==> src/rtl/ni_traffic_node_pkg.sv <==
// Shared widths, packet field offsets and packet helpers for the NoC
// traffic node (TX generator + RX checker).
package ni_traffic_node_pkg;

   localparam int ADDR_SZ = 4;
   localparam int PL_SZ   = 10;
   localparam int HDR_SZ  = 2;

   // Packet word: {parity, header[HDR_SZ-2:0], payload[PL_SZ-1:0], dest[ADDR_SZ-1:0]}
   localparam int PKT_W   = HDR_SZ + PL_SZ + ADDR_SZ;
   localparam int PAR_BIT = PKT_W - 1;
   localparam int HDR_LSB = PL_SZ + ADDR_SZ;
   localparam int PL_LSB  = ADDR_SZ;

   localparam logic [ADDR_SZ-1:0] ADDR_ZERO = {ADDR_SZ{1'b0}};
   localparam logic [PL_SZ-1:0]   PL_ZERO   = {PL_SZ{1'b0}};
   localparam logic [PL_SZ-1:0]   PL_ONE    = {{(PL_SZ-1){1'b0}}, 1'b1};
   localparam logic [PKT_W-1:0]   PKT_ZERO  = {PKT_W{1'b0}};

   typedef enum logic [1:0] {
      TX_IDLE = 2'd0,
      TX_SEND = 2'd1,
      TX_GAP  = 2'd2
   } tx_state_e;

   // Assemble a packet and set the MSB so the whole word has even parity.
   function automatic logic [PKT_W-1:0] pkt_build(
      input logic [HDR_SZ-2:0]  hdr,
      input logic [PL_SZ-1:0]   pl,
      input logic [ADDR_SZ-1:0] dest
   );
      logic [PKT_W-2:0] body;
      body = {hdr, pl, dest};
      return {^body, body};
   endfunction

   // True when the full word, parity bit included, XORs to zero.
   function automatic logic pkt_parity_ok(input logic [PKT_W-1:0] word);
      return ~(^word);
   endfunction

endpackage

==> src/rtl/ni_traffic_node_rx_checker.sv <==
// Receive side of the traffic node: address filter, parity check,
// sequence tracking, received-packet counter and sticky error flags.
module ni_rx_checker
   import ni_traffic_node_pkg::*;
#(
   parameter int LED_DIV = 64
) (
   input  logic               clk_i,
   input  logic               rst_ni,
   input  logic [ADDR_SZ-1:0] id_i,
   input  logic [PKT_W-1:0]   item_i,
   input  logic               valid_i,
   output logic [PL_SZ-1:0]   rx_count_o,
   output logic               parity_err_o,
   output logic               seq_err_o,
   output logic               led_tick_o
);

   logic [PL_SZ-1:0] cnt_q, cnt_d;
   logic [PL_SZ-1:0] exp_q, exp_d;
   logic             par_err_q, par_err_d;
   logic             seq_err_q, seq_err_d;

   logic             hit_s;
   logic             par_ok_s;
   logic [PL_SZ-1:0] pl_s;
   logic [PL_SZ-1:0] cnt_nxt_s;

   assign hit_s     = valid_i && (item_i[ADDR_SZ-1:0] == id_i);
   assign par_ok_s  = pkt_parity_ok(item_i);
   assign pl_s      = item_i[PL_LSB +: PL_SZ];
   assign cnt_nxt_s = cnt_q + PL_ONE;

   // Decide counter, expected-sequence and flag updates for the current strobe.
   always_comb begin
      cnt_d      = cnt_q;
      exp_d      = exp_q;
      par_err_d  = par_err_q;
      seq_err_d  = seq_err_q;
      led_tick_o = 1'b0;
      if (hit_s) begin
         if (!par_ok_s) begin
            // Corrupted packet is dropped; expected sequence is left alone.
            par_err_d = 1'b1;
         end else begin
            cnt_d      = cnt_nxt_s;
            led_tick_o = ((32'(cnt_nxt_s) % 32'(LED_DIV)) == 32'd0);
            if (pl_s == PL_ZERO) begin
               // Payload 0 marks the start of a new run: resync silently.
               exp_d = PL_ONE;
            end else if (pl_s != exp_q) begin
               seq_err_d = 1'b1;
               exp_d     = pl_s + PL_ONE;
            end else begin
               exp_d = exp_q + PL_ONE;
            end
         end
      end else begin
         cnt_d = cnt_q;
      end
   end

   // RX state registers.
   always_ff @(posedge clk_i or negedge rst_ni) begin
      if (!rst_ni) begin
         cnt_q     <= PL_ZERO;
         exp_q     <= PL_ZERO;
         par_err_q <= 1'b0;
         seq_err_q <= 1'b0;
      end else begin
         cnt_q     <= cnt_d;
         exp_q     <= exp_d;
         par_err_q <= par_err_d;
         seq_err_q <= seq_err_d;
      end
   end

   assign rx_count_o   = cnt_q;
   assign parity_err_o = par_err_q;
   assign seq_err_o    = seq_err_q;

endmodule

==> src/rtl/ni_traffic_node.sv <==
// NoC network-interface traffic node: TX packet generator with valid/busy
// handshake and inter-packet gap, plus an RX checker for loopback tests.
module ni_traffic_node
   import ni_traffic_node_pkg::*;
#(
   parameter int                PKT_COUNT = 500,
   parameter int                GAP       = 4,
   parameter logic [HDR_SZ-2:0] HDR_VAL   = {(HDR_SZ-1){1'b0}},
   parameter int                LED_DIV   = 64
) (
   input  logic               clk,
   input  logic               reset,
   input  logic [ADDR_SZ-1:0] id,
   input  logic [ADDR_SZ-1:0] dest_cfg,
   input  logic               start,
   output logic [PKT_W-1:0]   item_out,
   output logic               req,
   input  logic               channel_busy,
   input  logic [PKT_W-1:0]   item_in,
   input  logic               valid,
   output logic               busy,
   output logic               done,
   output logic [PL_SZ-1:0]   tx_count,
   output logic [PL_SZ-1:0]   rx_count,
   output logic               parity_err,
   output logic               seq_err,
   output logic               led
);

   generate
      if (PKT_COUNT < 1 || PKT_COUNT >= (1 << PL_SZ)) begin : g_bad_pkt_count
         $error("PKT_COUNT must lie in 1..2**PL_SZ-1");
      end
      if (GAP < 0 || LED_DIV < 1) begin : g_bad_timing
         $error("GAP must be >= 0 and LED_DIV >= 1");
      end
   endgenerate

   localparam int                 GAP_W       = (GAP > 1) ? $clog2(GAP) : 1;
   localparam logic [GAP_W-1:0]   GAP_ZERO    = GAP_W'(0);
   localparam logic [GAP_W-1:0]   GAP_ONE     = GAP_W'(1);
   localparam logic [GAP_W-1:0]   GAP_LAST    = GAP_W'((GAP > 0) ? GAP - 1 : 0);
   localparam logic [PL_SZ-1:0]   SEQ_LAST    = PL_SZ'(PKT_COUNT - 1);
   localparam logic               BACK2BACK   = (GAP == 0);

   tx_state_e          state_q, state_d;
   logic [ADDR_SZ-1:0] dest_q, dest_d;
   logic [PL_SZ-1:0]   seq_q, seq_d;
   logic [GAP_W-1:0]   gap_q, gap_d;
   logic [PKT_W-1:0]   item_q, item_d;
   logic               req_q, req_d;
   logic               busy_q, busy_d;
   logic               done_q, done_d;
   logic [PL_SZ-1:0]   tx_cnt_q, tx_cnt_d;
   logic               led_q, led_d;

   logic               accept_s;
   logic               last_s;
   logic [PL_SZ-1:0]   seq_nxt_s;
   logic               rx_tick_s;

   assign accept_s  = (state_q == TX_SEND) && !channel_busy;
   assign last_s    = (seq_q == SEQ_LAST);
   assign seq_nxt_s = seq_q + PL_ONE;

   // TX sequencer state register.
   always_ff @(posedge clk or negedge reset) begin
      if (!reset) begin
         state_q <= TX_IDLE;
      end else begin
         state_q <= state_d;
      end
   end

   // TX sequencer next-state decision.
   always_comb begin
      state_d = state_q;
      case (state_q)
         TX_IDLE: begin
            if (start) state_d = TX_SEND;
            else       state_d = TX_IDLE;
         end
         TX_SEND: begin
            if (!accept_s)     state_d = TX_SEND;
            else if (last_s)   state_d = TX_IDLE;
            else if (BACK2BACK) state_d = TX_SEND;
            else               state_d = TX_GAP;
         end
         TX_GAP: begin
            if (gap_q == GAP_LAST) state_d = TX_SEND;
            else                   state_d = TX_GAP;
         end
         default: state_d = TX_IDLE;
      endcase
   end

   // TX datapath next values: packet word, handshake, counters and led.
   always_comb begin
      dest_d   = dest_q;
      seq_d    = seq_q;
      gap_d    = gap_q;
      item_d   = item_q;
      req_d    = req_q;
      busy_d   = busy_q;
      done_d   = 1'b0;
      tx_cnt_d = tx_cnt_q;
      case (state_q)
         TX_IDLE: begin
            if (start) begin
               dest_d   = dest_cfg;
               seq_d    = PL_ZERO;
               tx_cnt_d = PL_ZERO;
               busy_d   = 1'b1;
               item_d   = pkt_build(HDR_VAL, PL_ZERO, dest_cfg);
               req_d    = 1'b1;
            end else begin
               req_d  = 1'b0;
               busy_d = 1'b0;
            end
         end
         TX_SEND: begin
            if (accept_s) begin
               tx_cnt_d = tx_cnt_q + PL_ONE;
               req_d    = 1'b0;
               gap_d    = GAP_ZERO;
               if (last_s) begin
                  done_d = 1'b1;
                  busy_d = 1'b0;
               end else if (BACK2BACK) begin
                  seq_d  = seq_nxt_s;
                  item_d = pkt_build(HDR_VAL, seq_nxt_s, dest_q);
                  req_d  = 1'b1;
               end else begin
                  seq_d = seq_q;
               end
            end else begin
               // Back-pressure: hold the offered packet unchanged.
               req_d = 1'b1;
            end
         end
         TX_GAP: begin
            if (gap_q == GAP_LAST) begin
               seq_d  = seq_nxt_s;
               item_d = pkt_build(HDR_VAL, seq_nxt_s, dest_q);
               req_d  = 1'b1;
            end else begin
               gap_d = gap_q + GAP_ONE;
            end
         end
         default: begin
            req_d  = 1'b0;
            busy_d = 1'b0;
         end
      endcase
      // A run completion and an RX milestone in the same cycle cancel out.
      led_d = led_q ^ done_d ^ rx_tick_s;
   end

   // TX datapath and activity-indicator registers.
   always_ff @(posedge clk or negedge reset) begin
      if (!reset) begin
         dest_q   <= ADDR_ZERO;
         seq_q    <= PL_ZERO;
         gap_q    <= GAP_ZERO;
         item_q   <= PKT_ZERO;
         req_q    <= 1'b0;
         busy_q   <= 1'b0;
         done_q   <= 1'b0;
         tx_cnt_q <= PL_ZERO;
         led_q    <= 1'b0;
      end else begin
         dest_q   <= dest_d;
         seq_q    <= seq_d;
         gap_q    <= gap_d;
         item_q   <= item_d;
         req_q    <= req_d;
         busy_q   <= busy_d;
         done_q   <= done_d;
         tx_cnt_q <= tx_cnt_d;
         led_q    <= led_d;
      end
   end

   ni_rx_checker #(
      .LED_DIV (LED_DIV)
   ) u_rx (
      .clk_i        (clk),
      .rst_ni       (reset),
      .id_i         (id),
      .item_i       (item_in),
      .valid_i      (valid),
      .rx_count_o   (rx_count),
      .parity_err_o (parity_err),
      .seq_err_o    (seq_err),
      .led_tick_o   (rx_tick_s)
   );

   assign item_out = item_q;
   assign req      = req_q;
   assign busy     = busy_q;
   assign done     = done_q;
   assign tx_count = tx_cnt_q;
   assign led      = led_q;

endmodule

==> config.mk <==
export PLATFORM = sky130hd
export DESIGN_NAME = ni_traffic_node
export DESIGN_NICKNAME = d
export VERILOG_FILES = /design/src/rtl/ni_traffic_node_pkg.sv /design/src/rtl/ni_traffic_node_rx_checker.sv /design/src/rtl/ni_traffic_node.sv
export SDC_FILE = /design/constraint.sdc
export NUM_CORES = 1
export LEC_CHECK = 0
export CAP_MARGIN = 20
export CORE_MARGIN = 2
export CORE_UTILIZATION = 45
export CTS_BUF_LIST = sky130_fd_sc_hd__clkbuf_8
export CTS_CLUSTER_SIZE = 8
export DETAILED_ROUTE_END_ITERATION = 16
export PLACE_DENSITY_LB_ADDON = 0.08
export SLEW_MARGIN = 20
export SYNTH_ARGS = -nofsm -noshare
export SYNTH_HDL_FRONTEND = slang
export SYNTH_SLANG_ARGS = --single-unit
==> constraint.sdc <==
create_clock -name clk -period 3.2 [get_ports clk]
set_clock_uncertainty 0.2 [all_clocks]
set_input_delay 0.32 -clock clk [delete_from_list [all_inputs] [get_ports clk]]
set_output_delay 0.32 -clock clk [all_outputs]
set_load 0.05 [all_outputs]
* Yosys cells after proc, flatten, opt, wreduce, memory -nomap -nowiden *
Index checks and enable logic that the tools add are counted.

cells by class
  add/sub/neg operators = 6
  equality and inequality tests = 11
  multiplexer cells = 30
  bitwise gates (word level) = 5
  reduce and logical (&&, ||, !) cells = 20

operators by type and width
  kind                   number
  $add 10x1->10 const B  5
  $mux 10                5
  $pmux 10 s2            2
  $logic_not 32->1       1
  $mux 16                2
  $pmux 16 s2            1
  $reduce_xor 15->1      2
  $reduce_xor 16->1      1
  $reduce_and 3->1       4
  $mux 1                 11
  $eq 10x9->1 const B    1
  $logic_not 10->1       1
  $mux 2                 5
  $ne 10x10->1           1
  $ne 2x2->1 const B     5
  $pmux 1 s3             2
  $pmux 2 s3             1
  $reduce_and 2->1       3
  $reduce_bool 2->1      3
  $eq 2x2->1 const B     2
  $eq 4x4->1             1
  $pmux 2 s2             1
  $reduce_and 4->1       1
  $not 1->1              3
  6 further kinds        8

storage, ports and cells
  flip-flop bits (word level) = 70
  bits of input ports = 29
  output and inout port bits = 42
  word-level logic and storage cells = 86

* Logic depth before layout (Yosys ltp) *
Gate-level depths: netlist of run 1.

  word-level depth = 6
  depth in mapped cells = 11
  mapped depth without buffers = 8

* Hierarchy *
A second synthesis of run 1 with hierarchy kept.

unflattened totals
  cells, all modules = 375
  area, all modules = 3604.7 um^2

modules (own cells, without submodules)
  module           times used  cells each  area each (um^2)  seq. area each (um^2)
  ni_traffic_node  1           216         2077.0            925.9
  ni_rx_checker    1           159         1527.7            550.5

* Worst setup path after synthesis of run 1 *
Ideal clock, no wire load.

  path type = flip-flop to flip-flop
  start point = register seq_q[0]
  end point = register item_q[15] (netlist: item_out[15])
  setup time = 0.132 ns
  arrival time = 2.242 ns
  data required time = 2.868 ns
  setup slack = 0.626 ns
  cell stages (with the launch flop) = 8
  path buffers = 1
  period minus slack after synthesis = 2.574 ns
  path through = dfrtp_1 > ha_1 > buf_2 > mux2_4 > o32ai_2 > xnor3_1 > xnor2_1 > o21ai_1

between the ends
  word-level cells in the longest chain between the ends = 4

ends and longest elaborated chain
  element                 line                       text
  start, declared         ni_traffic_node.sv:48      logic [PL_SZ-1:0] seq_q, seq_d;
  start signal, assigned  ni_traffic_node.sv:173     seq_q <= seq_d;
  $add 10x1->10           ni_traffic_node.sv:64      assign seq_nxt_s = seq_q + PL_ONE;
  $reduce_xor 15->1       ni_traffic_node_pkg.sv:34  return {^body, body};
  $mux 16                 ni_traffic_node.sv:142     if (gap_q == GAP_LAST) begin
  $pmux 16 s2             ni_traffic_node.sv:107     case (state_q)
  end signal, assigned    ni_traffic_node.sv:175     item_q <= item_d;
  end, declared           ni_traffic_node.sv:50      logic [PKT_W-1:0] item_q, item_d;

No other way between the ends. The select of a mux whose other input is x is not followed.
A chain may end at the register's enable or synchronous reset.

* Final worst setup path of run 1 *
  start point = input port item_in[8]
  end point = register u_rx.exp_q[3]

between the ends
  word-level cells in the longest chain between the ends = 3
  elaborated cells on any way between the ends = 7
  those cells by class = eq/ne: 1; mux: 2; bitwise: 1; reduce/logical: 3

ends and longest elaborated chain
  element                                                   line                                                         text
  start, declared                                           ni_traffic_node.sv:19                                        input logic [PKT_W-1:0] item_in,
  $ne 10x10->1 / $reduce_xor 16->1 (equally long branches)  ni_traffic_node_rx_checker.sv:51, ni_traffic_node_pkg.sv:39
  $mux 10 / $not 1->1 (equally long branches)               -
  $mux 10 / $reduce_and 2->1 (equally long branches)        -
  end signal, assigned                                      ni_traffic_node_rx_checker.sv:72                             exp_q <= exp_d;
  end, declared                                             ni_traffic_node_rx_checker.sv:20                             logic [PL_SZ-1:0] exp_q, exp_d;

Parallel ways exist; a longest one is shown, timed or not.

==> impl_metrics.json, run 1 <==
{
  "synth_xor_area_share_pct": 16.7,
  "hold_violations": 0,
  "synth_top_family_by_area": "simple AND/OR/NAND/NOR gates",
  "start_kind": "input pin",
  "synth-compound-area-share_pct": 11.5,
  "drv_slew": 0,
  "post-route-util_pct": 60.0,
  "yosys.area.top_type_share_pct": 41.4,
  "finalCritPeriodShare_pct": 84.5,
  "vias_per_cell": 5.17,
  "dieWidth_um": 93.0,
  "grt_pass1_vias": 2745,
  "antennaDiodeCount": 0,
  "drc": 0,
  "wl_um": 7660,
  "path_class": "in2reg",
  "place_area_sq_um": 4360,
  "worst_slew_pin_slew_ps": 736,
  "r2r-start": "seq_q[0]$_DFFE_PN0P_",
  "maxCapViolCount": 0,
  "slew_headroom_pct": 50.7,
  "dpl.cell_count": 545,
  "pre_cts_slack_ps": 110,
  "crit_path_max_fanout": 22,
  "path_buf_inv": 3,
  "p_per_area_nw_per_um2": 733,
  "rows": 32,
  "final_layout_size_suffix_gt1_share_pct": 8.91,
  "period_needed_ps": 2710,
  "endpoint_kind": "register",
  "synth_simple_gate_area_share_pct": 17.9,
  "netlist_area_sq_um": 3560,
  "setup.worst_path.start": "item_in[8]",
  "ys_top_cells_by_area": "dfrtp_1, xnor2_1, xor2_1, nor2_1, nand2_1",
  "grtUsageTotal_pct": 19.1,
  "synth_enable_flop_cells": 0,
  "place.gp.congestion": 0.867,
  "antenna_found_initial": 0,
  "synthToLayoutAreaGrowth_pct": 29.5,
  "syn_nets": 424,
  "status": "complete, no violations",
  "stdcell_area_sq_um": 4620,
  "drt_first_pass_iters": 4,
  "drt-initial-drc-count": 82,
  "synth_seq_cells": 59,
  "muxShareOfSynthArea_pct": 3.72,
  "ctsResizeCount": 0,
  "grt_first_pass_wirelength_um": 13000,
  "syn_inst": 384,
  "worstPathRequired_ps": 3240,
  "synth_area_per_cell_sq_um": 9.28,
  "hold_class": "in2async",
  "dp_hpwl_um": 5540,
  "cts.sink_count": 59,
  "max_stage_delay_ps": 550,
  "post_drt_wl_per_cell_um": 13.6,
  "ys_warn_count": 0,
  "synth_flop_cell": "dfrtp_1",
  "synth-async-reset-ratio_pct": 100,
  "overflow": 0,
  "core-area_sq_um": 7690,
  "start_util_pct": 46.4,
  "crit_chain": "clkdlybuf4s50_1 -> inv_1 -> ha_1 -> xnor2_1 -> xnor2_1 -> xnor3_1 -> nand2b_4 -> buf_4 -> o31ai_1",
  "p_leak_nw": 2.00,
  "root_buffer": "clkbuf_8",
  "clockBufferDepth": 2,
  "synth_fa_ha_area_share_pct": 3.86,
  "rsz0062_at_grt": "no",
  "tns_ps": 0,
  "final-instance-count-excl-fill": 562,
  "die_y_um": 93.0,
  "grt_max_degree": 23,
  "nNetsFinal": 495,
  "layout_setup_ws_ps": 495,
  "setup_violations": 0,
  "yosysTopAreaCell": "dfrtp_1",
  "h-tree-depth": 3,
  "cp_common_cell": "xnor2_1",
  "fmax_mhz": 370,
  "numCtsBuffers": 9,
  "vias": 2906,
  "clk_pin_slew_ps": 80,
  "top_level_ports": 71,
  "ys_seq_area_share_pct": 41.4,
  "die_area_sq_um": 8650,
  "critPathSlowestCell": "clkdlybuf4s50_1",
  "synth.distinct_cells": 48,
  "cts_tree": "done",
  "drtAntennaViolNets": 0,
  "arrival_ps": 2750,
  "crit_family": "buffers and inverters",
  "vdd_drop_max_uv": 537,
  "portBuffers": 69,
  "clk_latency_ps": 340
}
routing by layer:
| metal | GRT usage (%) | vias up | share of wire [%] |
|---|---|---|---|
| li1 | - | 1461 | - |
| met1 | 26.4 | 1361 | 46 |
| met2 | 29.0 | 76 | 47 |
| met5 | 0 | - | 0 |
| met4 | 7.11 | 0 | 1.2 |
| met3 | 4.67 | 8 | 5.3 |
stage by stage:
step	power (mW)	hold WS, ps
floorplan	2.13	-176
finish	3.38	265
CTS	3.42	278
global route	3.61	304
detailed placement	2.55	121
global placement	2.53	122
placed cells by master, fill, tap and decap left out, types with 3 or more instances in the layout:
cell             instances
xnor2_1                 41
bufinv_16                3
a21oi_1                  9
nor3_1                   5
nor3b_1                  3
and3_1                   4
nor4_1                   4
ha_1                    11
nand2_1                 38
dfrtp_1                 59
clkbuf_8                10
nand3_1                 19
inv_1                   17
o21ai_1                  3
mux2i_1                  5
o21ai_0                 24
mux2_2                   5
a21o_1                   4
nand4_1                  9
o31ai_1                 11
clkdlybuf4s50_1         68
nor2_1                  41
xor2_1                  22
buf_4                   11
final cells by class:
| type | instances | area (sq um) |
|---|---|---|
| fill | 689 | 3070 |
| sequential | 59 | 1480 |
| clock buffer | 10 | 138 |
| tap | 102 | 128 |
| clock inverter | 6 | 111 |
| timing repair buffer | 81 | 778 |
| inverter | 17 | 63.8 |
| multi-input combinational | 287 | 1920 |
synthesized netlist by cell type (4+ instances only):
cell type	count
mux2_2	5
dfrtp_1	59
and3_1	4
ha_1	11
mux2i_1	5
inv_1	17
nand4_1	9
o31ai_1	11
buf_2	4
nor3_1	5
o21ai_0	24
xnor2_1	41
nand2_1	38
xor2_1	22
nor2_1	41
a21o_1	4
nor4_1	4
a21oi_1	9
nand3_1	19
clkbuf_1	14
registers in the layout (all words and copies together), names as in the netlist:
signal             cells
tx_count              10
u_rx.exp_q            10
u_rx.rx_count_o       10
seq_q                  9
item_out               6
dest_q                 4
gap_q                  2
state_q                2
busy                   1
done                   1
led                    1
req                    1
u_rx.parity_err_o      1
u_rx.seq_err_o         1
path summary, 6_finish.rpt:
check	end	slack (ps)	cells after the start
max	u_rx.exp_q[3]$_DFFE_PN0P_	490	9
min	seq_q[8]$_DFFE_PN0P_	260	2
max reg2reg	item_out[15]$_DFFE_PN0P_	600	7
min reg2reg	u_rx.parity_err_o$_DFFE_PN0P_	280	1
max in group asynchronous	dest_q[1]$_DFFE_PN0P_	1860	3
min in group clk	u_rx.parity_err_o$_DFFE_PN0P_	280	1
cell families (layout without fill, tap and decap cells):
logic type | after synthesis | count (layout)
AOI/OAI and AO/OA | 64 | 64
xor gates and xnor gates | 65 | 65
adders and majority gates | 11 | 11
buffers and inverters | 38 | 114
DFF | 59 | 59
muxes | 12 | 12
other | 1 | 1
and+or+nand+nor | 134 | 134
repair_timing:
item | in CTS | in global routing
hold endpoints to repair | 20 | 0
setup buffers | 0 | 0
setup endpoints to repair | 0 | 0
hold buffers | 1 | 0
power breakdown:
group          switching [mW]  internal [mW]
Sequential              0.216          0.938
Clock                   0.317          0.540
Combinational           0.767          0.605
(Power assumes the default switching activity.)
==> run 2, diff against run 1 <==
==> constraint.sdc (replaced) <==
create_clock -name clk -period 2.2 [get_ports clk]
set_clock_uncertainty 0.2 [all_clocks]
set_input_delay 0.22 -clock clk [delete_from_list [all_inputs] [get_ports clk]]
set_output_delay 0.22 -clock clk [all_outputs]
set_load 0.05 [all_outputs]
==> run 2 against run 1 <==
Against the previous run:
- final cell count rose by 6.6%
- first-iteration DRC count increased by 54%
- sequential power is 42% higher
- cell area rose by 12%
- routed wire length rose by 6.8%
- largest cell class unchanged
- core utilization grew 7.2 points
- clock-buffer cell count is the same
==> impl_metrics.json, run 2 (same netlist as run 1, synthesis figures left out) <==
{
  "status": "complete, no violations",
  "layout_common_cells": "dfrtp_1, clkdlybuf4s50_1, buf_4",
  "grt_max_degree": 60,
  "layout_setup_ws_ps": 22.0,
  "wl_um": 8180,
  "post-route-util_pct": 67.3,
  "vdd_drop_max_uv": 485,
  "grt_first_pass_wirelength_um": 13700,
  "period_needed_ps": 2180,
  "post_drt_wl_per_cell_um": 13.7,
  "place_area_sq_um": 4580,
  "drv_slew": 0,
  "endpoint_kind": "register",
  "wl_met2_um": 4000,
  "p_per_area_nw_per_um2": 993,
  "drt-initial-drc-count": 126,
  "cts.sink_count": 59,
  "final-instance-count-excl-fill": 599,
  "h-tree-depth": 3,
  "place.gp.congestion": 0.800,
  "hold_violations": 0,
  "synthToLayoutAreaGrowth_pct": 45.1,
  "n_fill_cell": 643,
  "drc": 0,
  "fmax_mhz": 459,
  "worstPathRequired_ps": 2220,
  "antenna_found_initial": 0,
  "path_class": "reg2reg",
  "dieWidth_um": 93.0,
  "die_area_sq_um": 8650,
  "grtUsageTotal_pct": 20.1,
  "maxCapViolCount": 0,
  "worst_slew_pin_slew_ps": 844,
  "drtAntennaViolNets": 0,
  "dpl.cell_count": 569,
  "top_level_ports": 71,
  "rr_endpoint": "item_out[15]$_DFFE_PN0P_",
  "clk_pin_slew_ps": 70,
  "vias": 3066,
  "die_y_um": 93.0,
  "drt-met1-wl_um": 3720,
  "crit_path_max_fanout": 7,
  "final_layout_size_suffix_gt1_share_pct": 23.5,
  "wl_met3_um": 380,
  "r2r-start": "seq_q[1]$_DFFE_PN0P_",
  "stdcell_area_sq_um": 5170,
  "start_kind": "register",
  "finalCritPeriodShare_pct": 99.0,
  "reg2reg_depth": 7,
  "setup_violations": 0,
  "numCtsBuffers": 9,
  "start_util_pct": 46.4,
  "hold_class": "in2async",
  "arrival_ps": 2200,
  "grt_pass1_vias": 2966,
  "overflow": 0,
  "dp_hpwl_um": 5620,
  "antennaDiodeCount": 0,
  "slew_headroom_pct": 43.6,
  "rows": 32,
  "nNetsFinal": 532,
  "highest_layer": "met4",
  "root_buffer": "clkbuf_8",
  "rrSetupSlack_ps": 20,
  "clk_latency_ps": 340,
  "vias_per_cell": 5.12,
  "drt_first_pass_iters": 4,
  "core-area_sq_um": 7690,
  "rsz0062_at_grt": "yes",
  "portBuffers": 69,
  "pre_cts_slack_ps": -588,
  "clockBufferDepth": 2,
  "final_common_cell": "dfrtp_1",
  "p_leak_nw": 2.31,
  "cts_tree": "done"
}
## run 2: changes by cell type in the layout (fill, tap and decap cells not counted), moves of 6 or more
cell,previous run,this run
buf_4,11,39
clkdlybuf4s50_1,68,53
dlygate4sd2_1,0,11
inv_2,0,10
inv_1,17,8
ha_1,11,5
ha_4,0,6
nor2_1,41,35
nor2_2,1,7
xnor2_1,41,35
## run 2: how the worst max path moves through the flow
stage                          from                             end  slack, ps  cells after the start
2_1_floorplan  seq_q[0]$_DFFE_PN0P_        item_out[15]$_DFFE_PN0P_        -90                      8
3_3_place_gp            item_in[12]  u_rx.rx_count_o[4]$_DFFE_PN0P_       -480                     10
3_5_place_dp            item_in[12]       u_rx.exp_q[7]$_DFFE_PN0P_       -590                      9
4_1_cts        seq_q[4]$_DFFE_PN0P_                     item_out[8]         50                      1
5_1_grt        seq_q[1]$_DFFE_PN0P_        item_out[15]$_DFFE_PN0P_        -80                      8
6_report       seq_q[1]$_DFFE_PN0P_        item_out[15]$_DFFE_PN0P_         20                      7
## run 2: through the flow
stage / TNS (ps) / hold WS [ps] / power (mW)
final: 0 / 214 / 5.13
after global routing: -78.8 / 259 / 5.47
after CTS: 0 / 221 / 5.17
after detailed placement: -10500 / 54.4 / 3.87
after global placement: -9400 / 53.4 / 3.83
after floorplan: -91.2 / -276 / 3.17
## run 2: repair_timing
item                                   CTS  global route
endpoints found under the hold margin   59             0
gates resized for setup                 44            14
setup buffers                            3             7
setup endpoints to repair               22            12
hold buffers                             1             0
cloned                                   3             0
pin swaps                                8            12
## run 2: report_power, final
group          internal, mW  leakage (nW)  switching [mW]
Combinational          1.06          1.42            1.23
Clock                 0.775         0.127           0.434
Sequential             1.37         0.767           0.265
## run 2: per-layer routing
metal	GRT usage (%)	up-vias
li1	-	1531
met5	0	-
met4	5.64	0
met1	25.6	1460
met3	6.12	9
met2	33.2	66
## run 2: critical path: stages (launching register included)
cell	delay (ps)
dfrtp_2	430
buf_6	140
nand2_4	70
mux2_4	310
o32ai_4	210
xnor3_1	450
xnor2_1	160
o21ai_1	80
## run 2: area by class of cell
cell class	instances	area (sq um)	share of cell area [%]
flip-flops and latches	59	1480	28.7
inverters	17	63.8	1.23
repair buffers	117	1130	21.9
clock inverters	6	104	2.01
well taps	102	128	2.47
multi-input cells	288	2120	41.1
clock buffers	10	138	2.66
==> variant 1: new RTL, flow settings as in run 1 <==
The parameter `PKT_COUNT` goes from 500 to 256.
--- a/src/rtl/ni_traffic_node.sv
+++ b/src/rtl/ni_traffic_node.sv
@@ -3,7 +3,7 @@
 module ni_traffic_node
    import ni_traffic_node_pkg::*;
 #(
-   parameter int                PKT_COUNT = 500,
+   parameter int                PKT_COUNT = 256,
    parameter int                GAP       = 4,
    parameter logic [HDR_SZ-2:0] HDR_VAL   = {(HDR_SZ-1){1'b0}},
    parameter int                LED_DIV   = 64
Behaviour: no difference found for any inputs over 10 cycles, from zero or initial values and one cycle with reset low; that may be too few to reach the edited logic, so the function may still have changed.
==> variant 1 against run 1 <==
Total power down 5.0%; via count grew 1.4%; clock power shrank 15%; global-route usage rose by 0.14 points; design area shrank 1.5%; setup slack got worse by 100 ps; sequential cell count unchanged; wire length rose by 1.2%; first-iteration DRC count up 39%; cell count fell by 0.53%; synthesized area decreased by 0.98%; critical path type unchanged; critical endpoint is now u_rx.rx_count_o[9].
==> variant 1: results (changes against run 1) <==
| Metric | Value |
|---|---|
| Outcome | completed (unchanged) |
| Routed length on met1 | 3.54 mm (was 3.56 mm) |
| Distinct cell type count after synthesis | 46 (was 48) |
| Cell family contributing the most delay on the critical path | XOR/XNOR gates (was buffers and inverters) |
| Wire length on met3 | 376 um (was 409 um) |
| Adder-cell area share of the yosys netlist | 3.90% (was 3.86%) |
| Multiplexer share of the synthesized area | 3.05% (was 3.72%) |
| M3 GR Usage | 4.15% (was 4.67%) |
| Total of clock buffers placed in the layout | 12 (was 10) |
| Final estimated routing congestion in global placement | 0.806 (was 0.867) |
| Latest clock arrival within the worst-skew pair | 330 ps |
| # fillers | 687 (was 689) |
| Most instantiated cells after synthesis | sky130_fd_sc_hd__dfrtp_1, sky130_fd_sc_hd__nand2_1, sky130_fd_sc_hd__xnor2_1 (was sky130_fd_sc_hd__dfrtp_1, sky130_fd_sc_hd__nor2_1, sky130_fd_sc_hd__xnor2_1) |
| ClkCell Share | 4.68% (was 5.39%) |
| Vias in the first global route | 2,804 (was 2,745) |
| Compound-Gate Fraction of Synth Area | 12.5% (was 11.5%) |
| Fraction of met1 tracks used by global routing | 25.1% (was 26.4%) |
| Buffering overhead | 17.3% (was 16.9%) |
| Die span in x | 92.6 um (was 93.0 um) |
| Fraction of final layout cells with drive strength greater than 1 | 8.97% (was 8.91%) |
| Non-clock inverters | 16 (was 17) |
| Reg2reg end | led (was item_out[15]) |
| #MultiIn Comb | 284 (was 287) |
| Peak supply drop | 0.438 mV (was 0.537 mV) |
| Clock period minus final worst setup slack | 2810 ps (was 2710 ps) |
| Worst-case register-to-register setup slack | 720 ps (was 600 ps) |
| First-pass GRT wire length | 13.2 mm (was 13.0 mm) |
| Estimated wirelength of the detail-placed design | 5.57 mm (was 5.54 mm) |
| Part of the Yosys area used for sequential elements | 41.8% (was 41.4%) |
| Wirelength per Cell | 13.9 um (was 13.6 um) |
| Slew Limit Headroom | 49.1% (was 50.7%) |
| Met2 usage | 31.9% (was 29.0%) |
| Leakage power | 0.00195 uW (was 0.00200 uW) |
| Metal2 WL | 3.77 mm (was 3.60 mm) |
| Capturing element of the worst setup path | u_rx.rx_count_o[9] (was u_rx.exp_q[3]) |
| Number of nets in the layout | 492 (was 495) |
| Post-synthesis cell count | 380 (was 384) |
| Drt first-iter violations | 114 (was 82) |
| Placed Instance Area | 4320 um^2 (was 4360 um^2) |
| Quantity of gates resized following cts | 0 (unchanged) |
| Post-detailed-routing wire length | 7.75 mm (was 7.66 mm) |
| Area share of xor/xnor cells in the synthesized design | 16.4% (was 16.7%) |
| Arrival time at the worst endpoint | 2860 ps (was 2750 ps) |
| CP max FO | 32 (was 22) |
| Final Core Density | 59.4% (was 60.0%) |
| Overall Global Routing Usage | 19.2% (was 19.1%) |
| Ratio of routed vias to standard cells | 5.27 (was 5.17) |
| Sequential cell area share | 32.5% (was 32.0%) |
| Htree depth | 3 (unchanged) |
| Mapped Nets | 420 (was 424) |
variant 1: changes by cell type after synthesis, moves of 3 or more:
| cell | change |
|---|---|
| sky130_fd_sc_hd__a31oi_1 | +4 |
| sky130_fd_sc_hd__nor3b_1 | -3 |
| sky130_fd_sc_hd__o21ai_1 | -3 |
| sky130_fd_sc_hd__o31ai_1 | +3 |
| sky130_fd_sc_hd__a21o_1 | -3 |
| sky130_fd_sc_hd__nand3_1 | -3 |
| sky130_fd_sc_hd__nor2_1 | -6 |
| sky130_fd_sc_hd__o21ai_0 | +4 |
| sky130_fd_sc_hd__xnor2_1 | -4 |
variant 1: where the power goes:
group / switching (uW) / internal (uW)
combinational: 754 / 597
sequential: 203 / 935
clock: 306 / 421
variant 1: metrics by stage:
stage | hold WS (ps) | power, uW
final | 216 | 3220
after global routing | 242 | 3420
after CTS | 216 | 3250
after detailed placement | 37.2 | 2510
after global placement | 37.3 | 2490
after floorplan | -176 | 2100
==> variant 2: new RTL, flow settings as in run 1 <==
Without the edit above. Reset style: synchronous (`reset` and `rst_ni`), changed in 3 clocked blocks.
--- a/src/rtl/ni_traffic_node_rx_checker.sv
+++ b/src/rtl/ni_traffic_node_rx_checker.sv
@@ -61,7 +61,7 @@
    end
 
    // RX state registers.
-   always_ff @(posedge clk_i or negedge rst_ni) begin
+   always_ff @(posedge clk_i) begin
       if (!rst_ni) begin
          cnt_q     <= PL_ZERO;
          exp_q     <= PL_ZERO;
--- a/src/rtl/ni_traffic_node.sv
+++ b/src/rtl/ni_traffic_node.sv
@@ -64,7 +64,7 @@
    assign seq_nxt_s = seq_q + PL_ONE;
 
    // TX sequencer state register.
-   always_ff @(posedge clk or negedge reset) begin
+   always_ff @(posedge clk) begin
       if (!reset) begin
          state_q <= TX_IDLE;
       end else begin
@@ -157,7 +157,7 @@
    end
 
    // TX datapath and activity-indicator registers.
-   always_ff @(posedge clk or negedge reset) begin
+   always_ff @(posedge clk) begin
       if (!reset) begin
          dest_q   <= ADDR_ZERO;
          seq_q    <= PL_ZERO;
Check against the original RTL: differs if reset is asserted again (counterexample within 4 cycles, from zero or initial values and one cycle with reset low); with reset held inactive, the same outputs for 10 cycles.
==> variant 2 against run 1 <==
Worst hold slack better by 4.4 ps; cell count rose by 6.2%; fmax grew 2.1%; wire length grew 7.2%; register-to-register slack worse by 40 ps; setup slack better by 56 ps; design area decreased by 2.6%; largest cell class unchanged; synthesized area is 3.3% lower; sequential cell count unchanged; sequential share of layout area fell by 5.7 points.
Power is not compared: it rests on default switching activity, and its combinational part moved more than twofold at a synthesized area within 25%.
==> variant 2: results (changes against run 1) <==
| Metric | Value |
|---|---|
| Biggest area contributors in the synthesized netlist | sky130_fd_sc_hd__dfxtp_1, sky130_fd_sc_hd__xnor2_1, sky130_fd_sc_hd__a21oi_1 (was sky130_fd_sc_hd__dfrtp_1, sky130_fd_sc_hd__xnor2_1, sky130_fd_sc_hd__xor2_1) |
| Drt first-iter violations | 114 (was 82) |
| Mapped Nets | 465 (was 424) |
| Slew Limit Headroom | 58.3% (was 50.7%) |
| Overall Global Routing Usage | 20.0% (was 19.1%) |
| Outcome | completed (unchanged) |
| Average cell area after synthesis | 8.10 um^2 (was 9.28 um^2) |
| Total instance count after detailed placement | 581 (was 545) |
| Reg-to-reg critical path startpoint | seq_q[1] (was seq_q[0]) |
| Placed Instance Area | 4230 um^2 (was 4360 um^2) |
| Class of the most critical hold timing path | flop to flop (was primary input to async pin) |
| Share of async-settable or async-resettable flops after synthesis | 0% (was 100%) |
| Distinct cell type count after synthesis | 56 (was 48) |
| Estimated wirelength of the detail-placed design | 5.91 mm (was 5.54 mm) |
| Vias in the first global route | 2,916 (was 2,745) |
| First-pass GRT wire length | 13.6 mm (was 13.0 mm) |
| Arrival time at the worst endpoint | 2680 ps (was 2750 ps) |
| Dpl ws | 169 ps (was 110 ps) |
| Worst-case register-to-register setup slack | 560 ps (was 600 ps) |
| Fraction of final layout cells with drive strength greater than 1 | 7.83% (was 8.91%) |
| Hold-fix buffer count after cts | 0 (was 1) |
| Reg2reg end | led (was item_out[15]) |
| Startpoint of the worst setup timing path | item_in[10] (was item_in[8]) |
| Most instantiated cells after synthesis | sky130_fd_sc_hd__dfxtp_1, sky130_fd_sc_hd__nor2_1, sky130_fd_sc_hd__nand2_1 (was sky130_fd_sc_hd__dfrtp_1, sky130_fd_sc_hd__nor2_1, sky130_fd_sc_hd__xnor2_1) |
| Number of nets in the layout | 533 (was 495) |
| Hold slack | 269 ps (was 265 ps) |
| Total power | slightly above 2000 uW |
| CP max FO | 16 (was 22) |
| Cell family contributing the most delay on the critical path | XOR/XNOR gates (was buffers and inverters) |
| # fillers | 636 (was 689) |
| Part of the Yosys area used for sequential elements | 34.3% (was 41.4%) |
| Routed vias | 3,145 (was 2,906) |
==> variant 2: cell types whose count changed in the layout (fill, tap and decap cells not counted), moves of 4 or more <==
cell                             run 1  this run
sky130_fd_sc_hd__nor2_1             41        48
sky130_fd_sc_hd__or3_1               1         5
sky130_fd_sc_hd__dfrtp_1            59         0
sky130_fd_sc_hd__a21o_1              4         0
sky130_fd_sc_hd__xnor2_1            41        32
sky130_fd_sc_hd__a21oi_1             9        39
sky130_fd_sc_hd__dfxtp_1             0        59
sky130_fd_sc_hd__o21ai_0            24        16
sky130_fd_sc_hd__nor2b_1             0         5
sky130_fd_sc_hd__mux2_2              5         1
sky130_fd_sc_hd__o31ai_1            11         2
==> variant 2: final cells by class <==
type | count | area, um^2 | share of cell area [%]
multi-input cells | 322 | 2070 | 46.1
clock buffers | 12 | 165 | 3.67
clock inverters | 4 | 95.1 | 2.12
inverters | 20 | 75.1 | 1.67
repair buffers | 81 | 781 | 17.4
well taps | 99 | 124 | 2.76
flip-flops and latches | 59 | 1180 | 26.3
==> variant 2: per-layer routing <==
metal | GRT usage [%] | share of wire (%) | up-vias
met4 | 6.69 | 1.3 | 0
met5 | 0 | 0 | -
li1 | - | - | 1590
met3 | 5.48 | 5.4 | 10
met2 | 32.8 | 47 | 69
met1 | 25.4 | 46 | 1476
==> variant 2: logic make-up (layout without fill, tap and decap cells) <==
family | count (synthesis) | count (layout) | synth area share, %
xor+xnor | 57 | 57 | 15.5
fa+ha+maj | 11 | 11 | 4.00
compound gates | 79 | 79 | 13.7
simple gates | 166 | 166 | 24.5
mux | 8 | 8 | 2.36
buf+inv | 44 | 117 | 5.52
other cells | 1 | 1 | 0.109
flops | 59 | 59 | 34.3
